**src/rtl/uop_bench_driver.sv**
```systemverilog
// LFSR stimulus generator and MISR response compactor for the uop benchmark array.
// Optional build macro: UOP_BENCH_SHAMT_SWEEP_EN (shamt_o sweeps with vec_cnt_o during RUN).
module uop_bench_driver #(
    parameter int           W     = 64,
    parameter int           SHW   = $clog2(W),
    parameter logic [W-1:0] POLY  = 64'hD800_0000_0000_0000,
    parameter logic [W-1:0] SEED  = 64'h0000_0000_0000_0001,
    parameter int           N_VEC = 1024,
    parameter int           LAT   = 0
) (
    input  logic                       clk,
    input  logic                       rst,
    input  logic                       start_i,
    output logic [W-1:0]               src_val_o,
    output logic [SHW-1:0]             shamt_o,
    input  logic [W-1:0]               result_i,
    output logic                       busy_o,
    output logic                       done_o,
    output logic [W-1:0]               signature_o,
    output logic [$clog2(N_VEC+1)-1:0] vec_cnt_o
);

    localparam int           VCW      = $clog2(N_VEC + 1);
    localparam int           DCW      = (LAT > 1) ? $clog2(LAT) : 1;
    localparam logic [W-1:0] SEED_EFF = (SEED == '0) ? W'(1) : SEED;

    typedef enum logic [1:0] {S_IDLE, S_RUN, S_DRAIN, S_DONE} state_t;

    state_t           state_q, state_d;
    logic [W-1:0]     src_q, src_d;
    logic [W-1:0]     misr_q, misr_d;
    logic [VCW-1:0]   vc_q, vc_d;
    logic [DCW-1:0]   drain_q, drain_d;
    logic             busy_q, busy_d;
    logic             done_q, done_d;
    logic             issue_valid;
    logic             cap_en;

    function automatic logic [W-1:0] lfsr_next(input logic [W-1:0] s);
        return {s[W-2:0], ^(s & POLY)};
    endfunction

    function automatic logic [W-1:0] misr_next(input logic [W-1:0] m, input logic [W-1:0] r);
        return {m[W-2:0], ^(m & POLY)} ^ r;
    endfunction

    assign issue_valid = (state_q == S_RUN);

    // Issue-valid travels alongside the vector through the array so captures line up with responses.
    generate
        if (LAT == 0) begin : g_no_pipe
            assign cap_en = issue_valid;
        end else begin : g_pipe
            logic [LAT-1:0] vpipe_q;
            always_ff @(posedge clk) begin
                if (rst) vpipe_q <= '0;
                else     vpipe_q <= (vpipe_q << 1) | LAT'(issue_valid);
            end
            assign cap_en = vpipe_q[LAT-1];
        end
    endgenerate

    // NOTE: every next-state variable gets a default first so no path leaves it unassigned (no latch).
    always_comb begin
        state_d = state_q;
        src_d   = src_q;
        misr_d  = misr_q;
        vc_d    = vc_q;
        drain_d = drain_q;
        if (cap_en) misr_d = misr_next(misr_q, result_i);
        unique case (state_q)
            S_IDLE, S_DONE: begin
                if (start_i) begin
                    state_d = S_RUN;
                    src_d   = SEED_EFF;
                    misr_d  = '0;
                    vc_d    = '0;
                end
            end
            S_RUN: begin
                vc_d = vc_q + 1'b1;
                if (vc_q == VCW'(N_VEC - 1)) begin
                    src_d   = '0;
                    drain_d = '0;
                    state_d = (LAT > 0) ? S_DRAIN : S_DONE;
                end else begin
                    src_d = lfsr_next(src_q);
                end
            end
            S_DRAIN: begin
                if (drain_q == DCW'(LAT - 1)) state_d = S_DONE;
                else                          drain_d = drain_q + 1'b1;
            end
            default: state_d = S_IDLE;
        endcase
        busy_d = (state_d == S_RUN) || (state_d == S_DRAIN);
        done_d = (state_d == S_DONE);
    end

    // NOTE: state registers use non-blocking assignments so all of them update from pre-edge values.
    always_ff @(posedge clk) begin
        if (rst) begin
            state_q <= S_IDLE;
            src_q   <= '0;
            misr_q  <= '0;
            vc_q    <= '0;
            drain_q <= '0;
            busy_q  <= 1'b0;
            done_q  <= 1'b0;
        end else begin
            state_q <= state_d;
            src_q   <= src_d;
            misr_q  <= misr_d;
            vc_q    <= vc_d;
            drain_q <= drain_d;
            busy_q  <= busy_d;
            done_q  <= done_d;
        end
    end

    always_comb begin
        shamt_o = '0;
        if (state_q == S_RUN) begin
`ifdef UOP_BENCH_SHAMT_SWEEP_EN
            shamt_o = SHW'(vc_q);
`else
            shamt_o = src_q[W-1 -: SHW];
`endif
        end
    end

    assign src_val_o   = src_q;
    assign signature_o = misr_q;
    assign vec_cnt_o   = vc_q;
    assign busy_o      = busy_q;
    assign done_o      = done_q;

endmodule

```
**config.mk**
```make
export PLATFORM = sky130hd
export DESIGN_NAME = uop_bench_driver
export DESIGN_NICKNAME = d
export VERILOG_FILES = /design/src/rtl/uop_bench_driver.sv
export SDC_FILE = /design/constraint.sdc
export NUM_CORES = 1
export LEC_CHECK = 0
export ABC_AREA = 1
export CORE_ASPECT_RATIO = 0.75
export CORE_MARGIN = 2
export CORE_UTILIZATION = 46
export DETAILED_ROUTE_END_ITERATION = 16
export PLACE_DENSITY = 0.78
export SLEW_MARGIN = 20
export SYNTH_ARGS = -nofsm -noshare
export SYNTH_HDL_FRONTEND = slang
export SYNTH_SLANG_ARGS = --single-unit
```
**constraint.sdc**
```tcl
create_clock -name clk -period 1.85 [get_ports clk]
set_input_delay 0.2775 -clock clk [delete_from_list [all_inputs] [get_ports clk]]
set_output_delay 0.2775 -clock clk [all_outputs]
set_load 0.05 [all_outputs]
```
==> flow_summary.ini <==
[synth]
ys_types = 31
syn_inst = 797
synth_area_leaders = dfxtp_1 46%, nand2_1 12%, a21oi_1 7.5%
synth_edf_count = 0
yosys_register_bits = 144
mappedNetlistNets = 869
synth_top_area_frac = 0.4645
synthFlopType = dfxtp_1
post-synth-top-count-cell = nand2_1
yosys.area.top_type = dfxtp_1
syn_area_um2 = 6206
ys_top_cells_by_count = 202 x nand2_1, 144 x dfxtp_1, 100 x inv_1
ys_async_sr_fraction = 0
synth_warnings = 0
yosysSeqAreaShare = 0.4645
syn_avg_cell_area_um2 = 7.787

[critical_path]
crit_type = flip-flop to primary output
critPathCaptureType = primary output
critical_path.max_stage_delay_ps = 810
cp_top_family = buffers and inverters
path_buf_inv = 1
slowest_stage = clkdlybuf4s50_1
worst-path-max-fanout = 1
crit_path_start_kind = flip-flop
critPathRequiredTime_ps = 1570
path_cells = clkdlybuf4s50_1
critPathArrivalTime_ps = 1520

[power]
p_int_mw = 6.147
p_leak_nw = 4.388
combPwrFrac = 0.232
vdd_drop_max_mv = 0.8209
swShare = 0.3191
p_seq_frac = 0.385
clockPowerShare = 0.382
power_density_nw_per_um2 = 999.1
p_switching_mw = 2.881

[global_route]
antenna_found_initial = 0
grt_pass1_wl_um = 25920
grt_pass1_vias = 5132
track_usage = 0.2187
grt_max_degree = 56
overflow = 0

[placed_design]
dp_hpwl_um = 10850
finalWeightedCongestion = 0.7917
placedCellCount = 1152
port_buffers = 213

[clock_network]
clock_sinks = 144
htree_levels = 4
cts_inserted_buffers = 17
cts_tree = built
clock_insertion_delay_worst_skew_ps = 410
clk_pin_slew_ps = 60
postCtsHoldBufs = 0
root_buffer = clkbuf_16
cts_buffer_depth = 2

[sta]
slew_headroom = 0.6266
fin_crit_ps = 1801
rsz0062_at_grt = no
drv_slew = 0
fin_crit_sh = 0.9737
hold_viol = 0
finClkSkew_ps = 9.741
fmax_ghz = 0.5551
setup_tns_ps = 0
setup_viol = 0
worst_pin_slew_ps = 559.2

[cells_and_area]
fillers = 1124
stdcell_count = 1186
n_antenna_cell = 0
drive_gt1_frac = 0.1025
area_growth_syn_to_layout_pct = 45.60
layout.nets = 1075
multi_input_area_um2 = 2691
register_area_um2 = 2885

[die]
ios = 214
core_region_area_um2 = 13060
die_h_um = 104.6
rows = 36
die_w_um = 138.1
dieArea_um2 = 14450
initial_utilization = 0.4751

[routing]
drtIter0Drc = 347
wl_per_cell_um = 13.63
viasPerCell = 4.827
vias = 5725
first_pass_iters = 4
ant_nets = 0
drcViolationCount = 0
routed_wl_um = 16170

[hold_path]
hold_path_class = flip-flop to flip-flop

[flow_run]
max_cap_viol_count = 0

[run_status]
run_status = completed
per-layer routing:
| layer | GRT usage | share of wire |
|---|---|---|
| met1 | 0.3037 | 0.49 |
| met2 | 0.3338 | 0.44 |
| met3 | 0.06416 | 0.058 |
| met4 | 0.05758 | 0.014 |
| met5 | 0 | 0 |
power by group through the flow:
stage	Sequential, mW	Combinational [mW]	Clock [mW]
after floorplan	4.22	0.747	0
after CTS	3.48	2.09	3.51
after detailed placement	3.55	2.15	0
after global routing	3.51	2.24	3.66
final	3.48	2.10	3.45
after global placement	3.55	2.13	0
registers in the layout (all words and copies together), names as in the netlist:
name         count
busy_o           1
done_o           1
drain_q          1
signature_o     64
src_val_o       64
state_q          2
vec_cnt_o       11
final timing paths:
path	startpoint	to	slack (ps)	cells after the start
setup / recovery	done_o	done_o	50	1
hold / removal	src_val_o[28]	src_val_o[29]	470	2
setup reg to reg	state_q[1]	busy_o	170	10
hold reg to reg	src_val_o[28]	src_val_o[29]	470	2
cells in the final DEF (no fill, tap or decap), drive strengths merged:
cell	count
dfxtp	144
a21oi	93
inv	108
clkinvlp	5
nand4	3
ha	5
nor3	2
and2	1
xor2	13
buf	52
nand3b	1
clkinv	1
xnor2	44
clkbuf	19
bufinv	4
o21ai	50
dlygate4sd2	104
nand3	10
nor2	20
o211ai	53
bufbuf	1
a211oi	1
clkdlybuf4s50	67
nand2	206
a22oi	1
dlymetal6s2s	7
layout make-up:
class,instances,area share
Clock inverter,12,0.01759
Multi-Input combinational cell,503,0.2978
Clock buffer,19,0.04791
Timing Repair Buffer,231,0.2467
Sequential cell,144,0.3193
Inverter,106,0.04694
Tap cell,171,0.02368
logic make-up after synthesis:
family / synth area share
AO/OA/AOI/OAI: 0.1819
buffers and inverters: 0.1042
flip-flops: 0.4645
adder cells (fa/ha/maj): 0.01008
AND/OR/NAND/NOR: 0.1589
XOR/XNOR: 0.08044
what timing repair did:
action | 4_1_cts | 5_1_grt
setup endpoints to repair | 107 | 43
gates resized for setup | 104 | 12
gates cloned | 1 | 0
buffers inserted | 2 | 0
stage by stage:
step / worst slack, ps / cell area (um^2) / power (mW) / hold WS, ps / utilization
2_1_floorplan: 80.10 / 6208 / 4.971 / 442.2 / -
3_3_place_gp: 124.3 / 8483 / 5.681 / 460.5 / 0.6494
3_5_place_dp: 2.812 / 8483 / 5.700 / 458.6 / 0.6494
4_1_cts: 2.733 / 8992 / 9.082 / 471.9 / 0.6884
5_1_grt: 2.430 / 9036 / 9.405 / 493.1 / 0.6918
6_report: 48.59 / 9036 / 9.028 / 466.9 / 0.6918
Power figures use the tool's default switching activity.
